## src/rtl/hpf_switch_ctrl.sv

```systemverilog
// Click-free highpass cutoff switching: debounce the panel request, fade the biquad
// output to silence, swap coefficients, flush the biquad history, fade back in.
module hpf_switch_ctrl #(
   parameter int DEBOUNCE  = 1024,
   parameter int RAMP_LOG2 = 6,
   parameter int FLUSH_SMP = 8
) (
   input  logic               clk_144,
   input  logic               reset_n,
   input  logic               sample_tick,
   input  logic [2:0]         filter_req,
   input  logic signed [15:0] audio_in,
   output logic signed [15:0] hp_in,
   output logic [2:0]         filter,
   input  logic signed [15:0] hp_out,
   output logic signed [15:0] audio_out,
   output logic               busy,
   output logic [2:0]         dbg_state
);
   localparam int CW = (DEBOUNCE > 1) ? $clog2(DEBOUNCE) : 1;
   localparam int GW = RAMP_LOG2 + 1;
   localparam int FW = $clog2(FLUSH_SMP + 1);
   localparam int PW = 16 + GW + 1;
   localparam logic [CW-1:0] CNT_MAX = CW'(DEBOUNCE - 1);
   localparam logic [GW-1:0] FULL    = {1'b1, {RAMP_LOG2{1'b0}}};

   typedef enum logic [2:0] {
      RUN      = 3'd0,
      FADE_OUT = 3'd1,
      SWITCH   = 3'd2,
      FLUSH    = 3'd3,
      FADE_IN  = 3'd4
   } state_t;

   state_t              state_q;
   logic [2:0]          req_d, req_q, target_q, filter_q;
   logic [CW-1:0]       cnt_q;
   logic [GW-1:0]       gain_d, gain_q;
   logic [FW-1:0]       flush_q;
   logic signed [15:0]  audio_out_q;
   logic signed [PW-1:0] prod;
   logic                retarget;

   // Debounce: a mapped request must hold DEBOUNCE cycles past its first sighting.
   assign req_d = (filter_req > 3'd4) ? 3'd0 : filter_req;

   always_ff @(posedge clk_144 or negedge reset_n) begin
      if (!reset_n) begin
         req_q    <= 3'd0;
         cnt_q    <= '0;
         target_q <= 3'd0;
      end else begin
         req_q <= req_d;
         if (req_d != req_q) begin
            cnt_q <= '0;
         end else if (cnt_q != CNT_MAX) begin
            cnt_q <= cnt_q + 1'b1;
         end
         if (cnt_q == CNT_MAX && req_d == req_q) begin
            target_q <= req_q;
         end
      end
   end

   assign retarget = (target_q != filter_q);

   // A ramp step is taken only on a tick, and never on a cycle that reverses direction.
   always_comb begin
      gain_d = gain_q;
      if (sample_tick) begin
         if (state_q == FADE_OUT && retarget && gain_q != '0) begin
            gain_d = gain_q - 1'b1;
         end else if (state_q == FADE_IN && !retarget && gain_q != FULL) begin
            gain_d = gain_q + 1'b1;
         end
      end
   end

   always_ff @(posedge clk_144 or negedge reset_n) begin
      if (!reset_n) begin
         state_q  <= FADE_IN;
         gain_q   <= '0;
         filter_q <= 3'd0;
         flush_q  <= '0;
      end else begin
         gain_q <= gain_d;
         case (state_q)
            RUN: begin
               if (retarget) state_q <= FADE_OUT;
            end
            FADE_OUT: begin
               if (!retarget) begin
                  state_q <= FADE_IN;
               end else if (sample_tick && gain_d == '0) begin
                  state_q <= SWITCH;
               end
            end
            SWITCH: begin
               filter_q <= target_q;
               flush_q  <= FW'(FLUSH_SMP);
               state_q  <= FLUSH;
            end
            FLUSH: begin
               if (sample_tick) begin
                  flush_q <= flush_q - 1'b1;
                  if (flush_q <= FW'(1)) state_q <= FADE_IN;
               end
            end
            FADE_IN: begin
               if (retarget) begin
                  state_q <= FADE_OUT;
               end else if (gain_d == FULL) begin
                  state_q <= RUN;
               end
            end
            default: state_q <= FADE_IN;
         endcase
      end
   end

   // Scale by the gain that applies after this tick's ramp step, so full gain is exact.
   assign prod = PW'(hp_out) * PW'($signed({1'b0, gain_d}));

   always_ff @(posedge clk_144 or negedge reset_n) begin
      if (!reset_n) begin
         audio_out_q <= '0;
      end else if (sample_tick) begin
         audio_out_q <= 16'(prod >>> RAMP_LOG2);
      end
   end

   assign hp_in     = (state_q == FLUSH) ? 16'sd0 : audio_in;
   assign filter    = filter_q;
   assign audio_out = audio_out_q;
   assign busy      = (state_q != RUN);
   assign dbg_state = state_q;

endmodule
```

## config.mk

```make
export PLATFORM = sky130hd
export DESIGN_NAME = hpf_switch_ctrl
export DESIGN_NICKNAME = d
export VERILOG_FILES = /design/src/rtl/hpf_switch_ctrl.sv
export SDC_FILE = /design/constraint.sdc
export NUM_CORES = 1
export LEC_CHECK = 0
export ABC_AREA = 1
export BUFFER_PORTS_ARGS = -buffer_cell sky130_fd_sc_hd__buf_2
export CORE_AREA = 4 4 128 221
export DETAILED_ROUTE_END_ITERATION = 10
export DIE_AREA = 0 0 132 225
export PLACE_DENSITY = 0.48
export RECOVER_POWER = 50
export SLEW_MARGIN = 25
export SYNTH_ARGS = -nofsm -noshare
export SYNTH_HDL_FRONTEND = slang
export SYNTH_SLANG_ARGS = --single-unit
```

## constraint.sdc

```tcl
create_clock -name clk_144 -period 6.95 [get_ports clk_144]
set_input_delay 0 -clock clk_144 [delete_from_list [all_inputs] [get_ports clk_144]]
set_output_delay 0 -clock clk_144 [all_outputs]
set_load 0.05 [all_outputs]
```

==> summary.md, run 1 <==
| Metric | Value |
|---|---|
| Status | finished, violations left |
| Failing checks | max-capacitance violations, max-slew violations |
| Top-Level Pins | 77 |
| Share of synthesized area occupied by flip-flops and latches | 0.188 |
| Starting density of the core | 0.245 |
| Number of sinks driven by the clock tree | 49 |
| Violation count after the first detailed-routing iteration | 225 |
| Final setup violation count | 0 |
| H-tree depth | 2 |
| Type of the worst setup path | flop to flop |
| Critical Path Sink Type | flop |
| Number of remaining DRC errors | 0 |
| Filler cells | 2932 |
| Critical-path top delay cell | sky130_fd_sc_hd__fa_1 |
| Yosys top cell area share | 0.246 |
| Antenna cell count | 0 |
| Estimated wirelength of the detail-placed design | 15600 µm |
| Initial antenna violation count | 0 |
| Register clock-pin slew on the reported worst setup and hold paths | 0.07 ns |
| Final Skew | 0.00507 ns |
| Seq cells post-synth | 49 |
| Data arrival time of the worst path | 6.29 ns |
| Pin count of the biggest net entering global routing | 50 |
| Most frequent cells in the layout | sky130_fd_sc_hd__inv_1 (199), sky130_fd_sc_hd__nand2_1 (153), sky130_fd_sc_hd__nor2_1 (137) |
| Hold-fix buffers, CTS | 6 |
| Yosys top cell by area | sky130_fd_sc_hd__fa_1 |
| Wire per inst | 14.3 µm |
| Clk buf depth | 2 |
| Max capacitance violation total | 1 |
| Max Clk Rate | 0.164 GHz |
| Die area | 0.0297 mm² |
| Crit path launch type | flop |
| Post-synthesis instance area | 0.00652 mm² |
| Number of port buffers | 76 |
| Share of cells above drive strength 1 | 0.107 |
| Most frequent standard cell in the layout excluding fill and tap cells | sky130_fd_sc_hd__inv_1 |
| DR vias | 5620 |
| Time the worst path needs with I/O delays and setup | 6.10 ns |
| Total Neg Setup Slack | 0 ns |
| GR Overflow Total | 0 |
| Synthesized net count | 1036 |
| Number of clock buffers inserted by TritonCTS | 5 |
| Total cell area at the placement stage | 0.00727 mm² |
| Area inside the core boundary | 0.0266 mm² |
| Total global routing track utilization | 0.130 |
| First-pass GRT wire length | 30400 µm |
| Fin. Hold Viols | 0 |
| Post-cts repair resize count | 0 |
| Number of global-route vias before repair | 6029 |
| Final-layout worst hold slack | 0.168 ns |
| Drt total wl | 18200 µm |
| Clock network latency to the later pin of the worst-skew pair | 0.30 ns |
| CP bufs+invs | 9 |
| Largest cells by area after synthesis | sky130_fd_sc_hd__fa_1 (25%), sky130_fd_sc_hd__dfrtp_1 (18%), sky130_fd_sc_hd__inv_1 (11%) |
| Critical Path Fanout Max | 11 |
| Vias per cell | 4.40 |
| Max-slew headroom at the worst pin | -0.937 |
| Most frequent cell on the critical path | sky130_fd_sc_hd__inv_1 |
| Number of detailed-route iterations in the first pass | 4 |
| Relative area change from synthesis to final layout | 14.2% |
| Actual transition at the worst max-transition pin | 2.90 ns |
| Count of buffers added by post-CTS timing repair for setup | 0 |
| Row count | 79 |
| Type of the worst min-delay path | primary input to flop |
| Proportion of register bits with asynchronous set or reset after synthesis | 1.00 |
| Netlist cell types | 44 |
| Mean cell area of the mapped netlist | 7.49 µm² |
| EDFF count, synth | 0 |
| Max incr delay on CP | 0.65 ns |
| Commonest register cell after synthesis | sky130_fd_sc_hd__dfrtp_1 |
| Final ANT Viol Nets | 0 |
| Final GP Congestion | 0.836 |
| Clock tree root buffer cell | sky130_fd_sc_hd__clkbuf_16 |
| Clock tree from TritonCTS | yes |
| Cell area after layout | 0.00745 mm² |
| Net count, final | 1116 |
| Top delay family on crit path | adder cells |
| Number of synthesis warnings | 0 |
| Die X | 132 µm |
| Number of max-slew violations in the final report | 50 |
| Die height | 225 µm |
| Req. time, crit path | 7.15 ns |
| Setup repair after global routing missed its margin | no |
| Final worst-path cycle share | 0.877 |
| Synthesized netlist cell count | 871 |
-- cell type report --
type / count / area (µm²) / share of cell area
well taps: 324 / 405 / 0.0544
multi-input cells: 605 / 4470 / 0.600
flip-flops and latches: 49 / 1230 / 0.165
repair buffers: 83 / 422 / 0.0566
inverters: 207 / 779 / 0.105
clock inverters: 2 / 15.0 / 0.00202
clock buffers: 6 / 129 / 0.0173
-- synthesized netlist by cell type (all sizes together) (3+ instances only) --
master    n
a211oi    3
a21oi    37
buf       3
clkbuf    7
dfrtp    48
fa       80
ha       47
inv     205
nand2   165
nand3    37
nand4     8
nor2    141
nor3     11
o21a      3
o21ai    38
xnor2    12
xor2     10
-- final timing paths --
| kind | to | startpoint | cells past startpoint | slack, ns |
|---|---|---|---|---|
| setup reg to reg | audio_out[15] | gain_q[0] | 29 | 0.85 |
| hold reg to reg | audio_out[15] | audio_out[15] | 2 | 0.48 |
| max in group asynchronous | flush_q[2] | reset_n | 3 | 4.03 |
| hold / removal | audio_out[13] | sample_tick | 3 | 0.17 |
| setup / recovery | audio_out[15] | gain_q[0] | 29 | 0.85 |
| min in group asynchronous | cnt_q[0] | reset_n | 3 | 1.27 |
-- metrics by stage --
step,util,worst slack (ns),instances
after floorplan,-,1.47,871
after global placement,0.273,0.807,1262
after detailed placement,0.273,0.806,1262
after CTS,0.281,0.790,1276
after global routing,0.280,0.249,1276
final,0.280,0.854,1276
-- tightest hold or removal path, delay by kind of cell --
kind | cells | cell delay [ns]
AND/OR/NAND/NOR | 2 | 0.18
buffers and inverters | 1 | 0.24
-- registers in the layout, summed over array words and instances (netlist names) --
name	count
gain_q	7
cnt_q	10
flush_q	4
req_q	3
target_q	3
dbg_state	3
filter	3
audio_out	16
-- cell families (layout without fill, tap and decap cells) --
| group | after synthesis | count (layout) | synth area share |
|---|---|---|---|
| AOI/OAI and AO/OA | 87 | 87 | 0.0745 |
| xor gates and xnor gates | 22 | 22 | 0.0296 |
| adders and majority gates | 127 | 127 | 0.336 |
| buffers and inverters | 217 | 298 | 0.126 |
| DFF | 49 | 49 | 0.188 |
| muxes | 1 | 1 | 0.00173 |
| and+or+nand+nor | 368 | 368 | 0.244 |
-- metal layers --
layer	vias to the layer above	part of all wire	global-route usage	wire, µm
li1	2784	-	-	-
met1	2709	0.34	0.124	6190
met2	104	0.60	0.277	11000
met3	23	0.025	0.00916	454
met4	0	0.032	0.0498	585
met5	-	0	0	0
Power of run 1 is left out: the tool's default activity adds up to more than one toggle a clock period on the data nets, which glitch-free logic cannot reach.
==> run 2: changes to the inputs <==
ABC_AREA = default   (was 1)
CORE_AREA = 4 4 128 222   (was 4 4 128 221)
DIE_AREA = 0 0 132 226   (was 0 0 132 225)
==> run 2 against run 1 <==
Compared with the run above:
- flip-flop and latch count did not move
- fmax fell by 8.3%
- the run still ends with max-capacitance violations, max-slew violations left
- setup slack got worse by 0.55 ns
- synthesized cell count fell by 21%
- first-iteration DRC count fell by 42%
- non-clock buffer count rose by 34
==> summary.md, run 2 <==
| Metric | Value |
|---|---|
| Final GP Congestion | 0.816 |
| DR vias | 5131 |
| Netlist cell types | 74 |
| Failing checks | max-capacitance violations, max-slew violations |
| Register clock-pin slew on the reported worst setup and hold paths | 0.06 ns |
| Max-slew headroom at the worst pin | -0.788 |
| Fin. Hold Viols | 0 |
| Critical Path Sink Type | flop |
| Drt total wl | 17500 µm |
| Area inside the core boundary | 0.0266 mm² |
| Total Neg Setup Slack | 0 ns |
| Setup repair after global routing missed its margin | no |
| Yosys top cell by area | sky130_fd_sc_hd__fa_1 |
| EDFF count, synth | 0 |
| Vias per cell | 4.56 |
| Max Clk Rate | 0.150 GHz |
| CP bufs+invs | 6 |
| Final worst-path cycle share | 0.957 |
| Top delay family on crit path | adder cells |
| Peak supply drop | 0.000157 V |
| Max incr delay on CP | 0.56 ns |
| Die area | 0.0298 mm² |
| Commonest register cell after synthesis | sky130_fd_sc_hd__dfrtp_1 |
| Largest cells by area after synthesis | sky130_fd_sc_hd__fa_1 (24%), sky130_fd_sc_hd__dfrtp_1 (18%), sky130_fd_sc_hd__ha_1 (9.0%) |
| Critical Path Fanout Max | 8 |
| First-pass GRT wire length | 28600 µm |
| Yosys top cell area share | 0.244 |
| Number of clock buffers inserted by TritonCTS | 5 |
| Synthesized net count | 857 |
| Clock tree from TritonCTS | yes |
| Share of cells above drive strength 1 | 0.217 |
| Proportion of register bits with asynchronous set or reset after synthesis | 1.00 |
| Post-layout util | 0.294 |
| Share of synthesized area occupied by flip-flops and latches | 0.187 |
| R2R setup slack | 0.30 ns |
| Req. time, crit path | 7.13 ns |
| Estimated wirelength of the detail-placed design | 14500 µm |
| Number of remaining DRC errors | 0 |
| Wire per inst | 15.6 µm |
| Net count, final | 965 |
| Synthesized netlist cell count | 692 |
| Most frequent standard cell in the layout excluding fill and tap cells | sky130_fd_sc_hd__inv_1 |
| Type of the worst min-delay path | primary input to flop |
| Max capacitance violation total | 1 |
| Die height | 226 µm |
| Dominant cell by count in the synthesized netlist | sky130_fd_sc_hd__inv_1 |
| Clk buf depth | 2 |
| Relative area change from synthesis to final layout | 19.1% |
| Final ANT Viol Nets | 0 |
| Most frequent cells in the layout | sky130_fd_sc_hd__inv_1 (120), sky130_fd_sc_hd__and2_1 (80), sky130_fd_sc_hd__fa_1 (79) |
| Worst setup timing slack at the placement stage | -0.153 ns |
| Top-Level Pins | 77 |
| Post-synthesis instance area | 0.00656 mm² |
| Status | finished, violations left |
| Die X | 132 µm |
| Final-layout worst hold slack | 0.182 ns |
| Actual transition at the worst max-transition pin | 2.68 ns |
| Final Power | 1.32 mW |
| Number of sinks driven by the clock tree | 49 |
| Power per unit of standard cell area | 169 mW/mm² |
| Number of detailed-route iterations in the first pass | 4 |
| Final setup violation count | 0 |
| Row count | 79 |
| GR Overflow Total | 0 |
| Data arrival time of the worst path | 6.83 ns |
| Number of global-route vias before repair | 5542 |
| Most frequent cells after synthesis | sky130_fd_sc_hd__inv_1 (121), sky130_fd_sc_hd__and2_1 (81), sky130_fd_sc_hd__fa_1 (80), sky130_fd_sc_hd__nand2_1 (49), sky130_fd_sc_hd__dfrtp_1 (48) |
| Crit path launch type | flop |
| Starting density of the core | 0.247 |
| Clock network latency to the later pin of the worst-skew pair | 0.29 ns |
| Time the worst path needs with I/O delays and setup | 6.65 ns |
| Total global routing track utilization | 0.120 |
| Cell area after layout | 0.00781 mm² |
| Critical path, cell by cell | xnor2_2, buf_4, a311oi_4, buf_4, and3_1, o211ai_1, xnor2_2, buf_4, buf_4, and2_1, fa_1, fa_1, fa_1, inv_1, fa_1, inv_1, ha_2, and3_1, and3b_2, o21ai_1, o31ai_4, a41oi_1, xnor2_1, mux2_2 |
| Leakage component of the power | 3.77 nW |
| Non-filler cells, final | 1126 |
| Total cell area at the placement stage | 0.00746 mm² |
| Number of port buffers | 76 |
| Final setup margin | 0.300 ns |
| H-tree depth | 2 |
| Pin count of the biggest net entering global routing | 50 |
| Violation count after the first detailed-routing iteration | 131 |
| Max FFs per register | 16 |
| Critical-path top delay cell | sky130_fd_sc_hd__fa_1 |
| Number of max-slew violations in the final report | 50 |
| Filler cells | 2827 |
| Number of synthesis warnings | 0 |
| Clock tree root buffer cell | sky130_fd_sc_hd__clkbuf_16 |
| Seq cells post-synth | 49 |
| Final Skew | 0.00351 ns |
| Cell total after placement | 1101 |
| Initial antenna violation count | 1 |
| Mean cell area of the mapped netlist | 9.48 µm² |
| Type of the worst setup path | flop to flop |
==> run 2: where the power goes <==
part | internal [mW] | total [mW] | switching [mW]
combinational | 0.243 | 0.716 | 0.473
clock | 0.135 | 0.243 | 0.109
sequential | 0.335 | 0.365 | 0.0300
total | 0.713 | 1.32 | 0.611
==> run 2: worst paths after layout <==
kind                               from       endpoint  cells past startpoint
max                           filter[1]  audio_out[14]                     24
min                         sample_tick  audio_out[12]                      3
max reg2reg                   filter[1]  audio_out[14]                     24
min reg2reg                audio_out[1]   audio_out[1]                      1
max in group asynchronous       reset_n      filter[2]                      3
min in group asynchronous       reset_n     flush_q[3]                      3
==> run 2: logic make-up (layout without fill, tap and decap cells) <==
group,after synthesis,after routing,synth area share
XOR/XNOR,36,37,0.0538
flip-flops,49,49,0.187
adder cells (fa/ha/maj),127,127,0.334
multiplexers,22,22,0.0372
AO/OA/AOI/OAI,84,84,0.0961
other,0,1,0
buffers and inverters,141,249,0.0870
AND/OR/NAND/NOR,233,233,0.205
==> run 2: final cells by class <==
class                      count  area [µm²]  share of cell area
antenna                        1        2.50            0.000320
clock buffer                   7         133              0.0170
clock inverter                 1        8.76             0.00112
inverter                     124         465              0.0596
multi-input combinational    503        4890               0.626
sequential                    49        1230               0.157
tap                          324         405              0.0519
timing repair buffer         117         678              0.0868
==> run 2: tightest hold or removal path: cells and delay by family <==
kind | cells | cell delay, ns
buffers and inverters | 1 | 0.23
and+or+nand+nor | 2 | 0.20
==> run 2: timing repair <==
| action | CTS | global route |
|---|---|---|
| gates resized for setup | 3 | 18 |
| cloned | 0 | 1 |
| hold buffers | 5 | 0 |
| hold endpoints to repair | 51 | 0 |
| setup buffers | 1 | 9 |
| pin swaps | 1 | 23 |
| setup endpoints to repair | 2 | 6 |
==> run 2: per-layer routing <==
layer | vias to the layer above | routed length (µm) | GRT usage
met2 | 68 | 10500 | 0.250
met5 | - | 0 | 0
met3 | 33 | 307 | 0.0118
met1 | 2579 | 6080 | 0.117
li1 | 2451 | - | -
met4 | 0 | 625 | 0.0512
Note: power is estimated with default switching activity, not from simulation.
